### config.mk
export PLATFORM = sky130hd
export DESIGN_NAME = alu_arbiter
export DESIGN_NICKNAME = d
export VERILOG_FILES = /design/src/rtl/alu_arbiter.sv
export SDC_FILE = /design/constraint.sdc
export NUM_CORES = 1
export LEC_CHECK = 0
export BUFFER_PORTS_ARGS = -buffer_cell sky130_fd_sc_hd__buf_2
export CAP_MARGIN = 0
export CORE_ASPECT_RATIO = 1.5
export CORE_MARGIN = 2
export CORE_UTILIZATION = 35
export DETAILED_ROUTE_END_ITERATION = 12
export HOLD_SLACK_MARGIN = 0.08
export PLACE_DENSITY = 0.51
export SYNTH_ARGS = -nofsm -noshare
export SYNTH_HDL_FRONTEND = slang
export SYNTH_SLANG_ARGS = --single-unit
### constraint.sdc
create_clock -name clk -period 12.53 [get_ports clk]
set_input_delay 0.6265 -clock clk [delete_from_list [all_inputs] [get_ports clk]]
set_output_delay 0.6265 -clock clk [all_outputs]
set_load 0.005 [all_outputs]
### src/rtl/alu_arbiter.sv
// alu_arbiter: shares one combinational 32-bit ALU between two requesters.
// Each requester has a valid/ready request channel and a valid/ready
// response channel. A single result register holds one result at a time.
// Throughput is one op per cycle and latency is one cycle.
//
// Parameters:
//   FIXED_PRIO  0: round-robin between requesters, 1: requester 0 always wins
// Ports:
//   clk, rst_n                 clock, synchronous active-low reset
//   req_valid[1:0]             requester i presents an operation
//   req_ready[1:0]             operation of requester i accepted this cycle (one-hot or 00)
//   req{0,1}_src_a/_src_b      operands (shift amount is src_b[4:0])
//   req{0,1}_op/_alt           ALU op and alt bit (sub, sra)
//   rsp_valid[1:0]             rsp_res belongs to requester i
//   rsp_ready[1:0]             requester i consumes the response
//   rsp_res[31:0]              registered ALU result, driven even when not valid
module alu_arbiter #(
  parameter int unsigned FIXED_PRIO = 0
) (
  input  logic        clk,
  input  logic        rst_n,
  input  logic [1:0]  req_valid,
  output logic [1:0]  req_ready,
  input  logic [31:0] req0_src_a,
  input  logic [31:0] req0_src_b,
  input  logic [2:0]  req0_op,
  input  logic        req0_alt,
  input  logic [31:0] req1_src_a,
  input  logic [31:0] req1_src_b,
  input  logic [2:0]  req1_op,
  input  logic        req1_alt,
  output logic [1:0]  rsp_valid,
  input  logic [1:0]  rsp_ready,
  output logic [31:0] rsp_res
);

  localparam logic [2:0] OpAdd  = 3'b000;
  localparam logic [2:0] OpSll  = 3'b001;
  localparam logic [2:0] OpSlt  = 3'b010;
  localparam logic [2:0] OpSltu = 3'b011;
  localparam logic [2:0] OpXor  = 3'b100;
  localparam logic [2:0] OpSrl  = 3'b101;
  localparam logic [2:0] OpOr   = 3'b110;
  localparam logic [2:0] OpAnd  = 3'b111;

  logic        slot_full_q, slot_full_d;
  logic        slot_owner_q, slot_owner_d;
  logic [31:0] slot_res_q, slot_res_d;
  logic        last_grant_q, last_grant_d;

  logic        drain;
  logic        can_accept;
  logic        accept;
  logic        grant_idx;

  logic [31:0] alu_a, alu_b, alu_res;
  logic [2:0]  alu_op;
  logic        alu_alt;
  logic [4:0]  shamt;

  // Owner's rsp_ready only; the non-owner bit is ignored.
  assign drain      = slot_full_q & rsp_ready[slot_owner_q];
  assign can_accept = ~slot_full_q | drain;

  always_comb begin
    req_ready = 2'b00;
    if (rst_n && can_accept) begin
      case (req_valid)
        2'b01:   req_ready = 2'b01;
        2'b10:   req_ready = 2'b10;
        2'b11: begin
          if (FIXED_PRIO != 0) begin
            req_ready = 2'b01;
          end else begin
            // Alternate away from the previous winner.
            req_ready = last_grant_q ? 2'b01 : 2'b10;
          end
        end
        default: req_ready = 2'b00;
      endcase
    end
  end

  assign accept    = |req_ready;
  assign grant_idx = req_ready[1];

  // Operand mux follows the grant so only one ALU is needed.
  always_comb begin
    if (grant_idx) begin
      alu_a   = req1_src_a;
      alu_b   = req1_src_b;
      alu_op  = req1_op;
      alu_alt = req1_alt;
    end else begin
      alu_a   = req0_src_a;
      alu_b   = req0_src_b;
      alu_op  = req0_op;
      alu_alt = req0_alt;
    end
  end

  assign shamt = alu_b[4:0];

  always_comb begin
    alu_res = 32'h0;
    case (alu_op)
      OpAdd:   alu_res = alu_alt ? (alu_a - alu_b) : (alu_a + alu_b);
      OpSll:   alu_res = alu_a << shamt;
      OpSlt:   alu_res = {31'b0, $signed(alu_a) < $signed(alu_b)};
      OpSltu:  alu_res = {31'b0, alu_a < alu_b};
      OpXor:   alu_res = alu_a ^ alu_b;
      OpSrl:   alu_res = alu_alt ? $unsigned($signed(alu_a) >>> shamt) : (alu_a >> shamt);
      OpOr:    alu_res = alu_a | alu_b;
      OpAnd:   alu_res = alu_a & alu_b;
      default: alu_res = 32'h0;
    endcase
  end

  // Accept takes priority over drain so that a same-cycle drain+accept
  // leaves the slot full with the new result (no bubble).
  always_comb begin
    slot_full_d  = slot_full_q;
    slot_owner_d = slot_owner_q;
    slot_res_d   = slot_res_q;
    last_grant_d = last_grant_q;
    if (accept) begin
      slot_full_d  = 1'b1;
      slot_owner_d = grant_idx;
      slot_res_d   = alu_res;
      last_grant_d = grant_idx;
    end else if (drain) begin
      slot_full_d  = 1'b0;
    end
  end

  // last_grant resets to 1 so requester 0 wins the first contended cycle.
  always_ff @(posedge clk) begin
    if (!rst_n) begin
      slot_full_q  <= 1'b0;
      slot_owner_q <= 1'b0;
      slot_res_q   <= 32'h0;
      last_grant_q <= 1'b1;
    end else begin
      slot_full_q  <= slot_full_d;
      slot_owner_q <= slot_owner_d;
      slot_res_q   <= slot_res_d;
      last_grant_q <= last_grant_d;
    end
  end

  assign rsp_valid = {slot_full_q & slot_owner_q, slot_full_q & ~slot_owner_q};
  assign rsp_res   = slot_res_q;

endmodule

Word level (Yosys, flattened, before mapping). Index checks and enable logic that the tools add are counted.

Bits in registers: 35. Input port bits: 142. Output and inout bits: 36. Word-level logic and storage cells: 49.

Add/sub/neg operators: 2. Order comparisons: 3. Equal/unequal tests: 10. Shift operators: 3. Mux-type cells: 14. Bitwise logic cells: 9. Reduce and logical (&&, ||, !) cells: 4.

Operators with widths (count): 32-bit case mux with 8 select lines (1); 32-bit two-way mux (4); 32-bit < comparator (2); 32-bit adder (1); 32-bit bitwise AND (1); 32-bit bitwise OR (1); 32-bit by 5-bit << shifter with 32-bit output (1); 32-bit by 5-bit >> shifter with 32-bit output (1); 32-bit by 5-bit >>> shifter with 32-bit output (1); 32-bit subtractor (1); 32-bit bitwise XOR (1); 3-bit equality test, second input constant (4); 3-bit by 2-bit equality test with 1-bit output, second input constant (2); 2-bit case mux with 3 select lines (1); 1-bit two-way mux (5); 2-bit equality test, second input constant (2); 2-bit two-way mux (2); 1-bit bitwise AND (3); 3-bit by 1-bit equality test with 1-bit output, second input constant (1); 3-bit zero test (1); 3-bit two-way mux (1); 2-bit by 1-bit equality test with 1-bit output, second input constant (1); 1-bit by 2-bit < comparator with 1-bit output, second input constant (1); 1-bit inverter (2); 4 further kinds (4).

Depth between registers and ports, before layout.
Word-level depth: 10. Depth in mapped cells: 24. Depth with buffers taken out: 17.

Worst setup path before layout. No wires, ideal clock.

Path type: input-to-reg. Start point: in rst_n. End point: reg slot_res_q[27], in the netlist rsp_res[27]. Setup time: 0.087 ns. Arrival: 4.975 ns. Data required time: 12.443 ns. Setup slack: 7.468 ns. Stages on the path: 23. Buffers on the path: 8. Cells stage by stage: clkbuf_1 inv_1 a211o_1 buf_6 inv_4 buf_2 buf_4 buf_2 buf_2 buf_1 nand2_1 nand2_1 ha_1 buf_2 or4_1 or4_1 a21oi_2 o31a_2 o21a_1 a311oi_1 a2bb2oi_1 xnor2_1 o31ai_1.

Cells in the longest elaborated chain, start to end: 6. Elaborated cells on any way between the ends: 26. Those cells by class: add/sub (2); eq/ne (7); shift (3); mux (8); bitwise (3); reduce/logical (3).

RTL lines: start, declared (RTL line 21) `input logic rst_n,`; 1-bit logical AND (RTL line 67) `if (rst_n && can_accept) begin`; 2-bit two-way mux (RTL line 67); 32-bit two-way mux (RTL line 89) `if (grant_idx) begin`; 32-bit adder, or another cell as far along (RTL line 107) `OpAdd: alu_res = alu_alt ? (alu_a - alu_b) : (alu_a + alu_b);`; 32-bit two-way mux (on tied branches) (RTL line 107, 112); 32-bit case mux with 8 select lines (RTL line 106) `case (alu_op)`; end signal, assigned (RTL line 146) `slot_res_q <= slot_res_d;`; end, declared (RTL line 48) `logic [31:0] slot_res_q, slot_res_d;`.

Parallel ways exist; a longest one is shown, timed or not. A chain may end at the register's enable or synchronous reset.

Final worst setup path.
Start point: in rst_n. End point: reg slot_res_q[26], in the netlist rsp_res[26].

The elaborated chain is that of the path after synthesis.

==> flow_summary.ini <==
[route]
postRouteAntennaNets = 0
drt_iter0_drc = 1473
via_per_inst = 6.26
drtPass1Iterations = 8
totalWireLength_mm = 63.0
vias = 15100
post_drt_wl_per_cell_um = 26.2
route.detailed.drc = 0

[setup_path]
startpoint_type = input pin
cp_data_arrival_time_ps = 6580
r2r_cells = 16
end_kind = flip-flop
critical_path_required_ps = 12750
critical_path_class = in2reg
crit_fanout = 60

[status]
status = complete, no violations

[global_routing]
grt_pass1_vias = 14500
grt_overflow = 0
track_usage_pct = 31.6
grt_pass1_wl_mm = 93.2
grt_max_degree = 68
antenna_found_initial = 0

[clock_tree]
htree_levels = 2
cts_sinks = 35
postCtsSetupRepairBufs = 0
ctsResizeCount = 0
cts_hold_buf = 0
clock-root-buffer = clkbuf_16
clk_pin_slew_ps = 70
cts.path.max_buffers = 2
clkLatencyLatePin_ps = 300
cts_inserted_buffers = 5
cts_tree = done

[yosys]
netlist_area_um2 = 13000
synth.top_cell.area_share_pct = 14.7
async_flop_share_pct = 0
synth_flop_cell = dfxtp_1
postSynthAreaPerCell_um2 = 6.97
synth_most_common_cell = nand2_1
syn_inst = 1863
ys_ff_latch = 35
yosysTopAreaCell = mux2i_1
synth_edf_count = 0
syn_nets = 2104
synthTopCellsByCount = nand2_1 (305), mux2i_1 (191), nor2_1 (142)
synthTopCellsByArea = mux2i_1 (15%), ha_1 (9.3%), nand2_1 (8.8%)
yosys_warnings = 0
ys_seq_area_share_pct = 5.39
synth_cell_types = 89

[final_layout]
diodes = 0
final_cells = 2408
drive_gt1_share_pct = 17.4
area_growth_pct = 8.67
nNetsFinal = 2164
multi_input_area_um2 = 11200
regArea_um2 = 701
fillerInstances = 4036

[sta]
timing.final.crit_share_pct = 50.7
rsz0062_at_grt = false
max_slew_margin_pct = 18.2
slew_viol_final = 0
timing_hold_violations_final = 0
worstMarginPinSlew_ps = 1230
setup_tns_ps = 0
setup_viol = 0
period_minus_slack_ps = 6350
max_freq_mhz = 157
skew_ps = 8.96

[floorplan]
core_area_um2 = 36700
rows = 86
io_pins = 178
dieArea_um2 = 38700
die_h_um = 240
die_width_um = 161
initial_utilization_pct = 35.4

[worst_hold_path]
whs_path_depth = 2
hold_path_class = reg2reg

[placed_design]
placed_cells = 2400
hpwl_mm = 48.4
portBuffers = 177
place_congestion = 1.02

[job]
drv_cap = 0

[pwr]
leakagePower_nw = 6.44
ir_worst_vdd_mv = 0.0596
power_density_nw_per_um2 = 74.4
-- area by class of cell --
type,count,area share (%)
clock inverters,1,0.0355
clock buffers,7,0.940
inverters,105,2.83
flip-flops and latches,35,4.96
repair buffers,201,7.57
well taps,484,4.29
multi-input cells,1575,79.4
-- per-stage QoR --
step	setup slack [ps]	total power [mW]	cell area, um2	utilization [%]	hold WS, ps
final	6180	1.05	14100	38.5	459
after global routing	5830	1.11	14100	38.5	479
after CTS	6220	1.03	14100	38.5	456
after detailed placement	5910	0.900	14000	38.1	443
after global placement	6090	0.900	14000	38.1	440
after floorplan	7470	0.641	13000	-	435
-- report_power, final --
part / internal (mW) / leakage [nW] / switching [mW]
Sequential: 0.123 / 0.289 / 0.00876
Combinational: 0.273 / 6.08 / 0.514
Clock: 0.0739 / 0.0679 / 0.0575
Total: 0.470 / 6.44 / 0.580
-- routing by layer --
metal | part of all wire, % | track usage, %
met1 | 40 | 39.1
met2 | 48 | 54.5
met3 | 6.3 | 3.21
met4 | 5.4 | 15.6
met5 | 0 | 0
-- worst paths after layout --
kind	to	slack [ps]	start
hold / removal	rsp_res[22]$_SDFFE_PN0P_	460	rsp_res[22]$_SDFFE_PN0P_
setup / recovery	rsp_res[26]$_SDFFE_PN0P_	6180	rst_n
hold reg to reg	rsp_res[22]$_SDFFE_PN0P_	460	rsp_res[22]$_SDFFE_PN0P_
setup reg to reg	rsp_res[26]$_SDFFE_PN0P_	6690	slot_owner_q$_SDFFE_PN0P_
-- state kept, by name, indices dropped and copies added (netlist names) --
signal / count
slot_full_q: 1
rsp_res: 32
last_grant_q: 1
slot_owner_q: 1
-- kinds of logic after synthesis --
kind of cell / share of synthesized area [%]
AOI/OAI and AO/OA: 28.2
DFF: 5.39
muxes: 25.9
and+or+nand+nor: 20.6
buffers and inverters: 8.79
xor gates and xnor gates: 1.42
adders and majority gates: 9.65
-- critical path, stage by stage --
cell and delay (ps):
buf_2 550, inv_1 200, a211o_4 470, inv_4 600, mux2i_1 690, inv_1 160
ha_1 280, fa_1 430, nand2b_1 180, a211oi_1 350, o22ai_1 230, o211a_1 330
o21a_1 280, o21ai_1 330, a2111oi_0 190, or4_1 500, o211ai_1 90
-- placed cells by master, fill, tap and decap left out, types with 7 or more instances in the layout --
cell	instances
nor2b_1	14
mux4_2	27
a21o_1	18
a21oi_1	132
nand3_1	30
o21ai_1	9
a22oi_1	9
buf_2	176
a2111oi_0	12
o21a_1	9
a31oi_1	31
or3_1	9
buf_4	25
o31ai_1	12
o2111ai_1	12
a311oi_1	11
a221oi_1	13
o211ai_1	28
a211o_1	7
nand2b_1	17
nor2_1	141
nand3b_1	7
o21ai_0	118
a211oi_1	45
nor3_1	40
mux2_2	62
o22ai_1	10
o221ai_1	8
nor4_1	7
xnor2_1	19
o21bai_1	11
dfxtp_1	35
ha_1	97
mux2i_1	188
inv_1	98
nand2_1	305
nand4_1	8
Note: power is estimated with default switching activity, not from simulation.
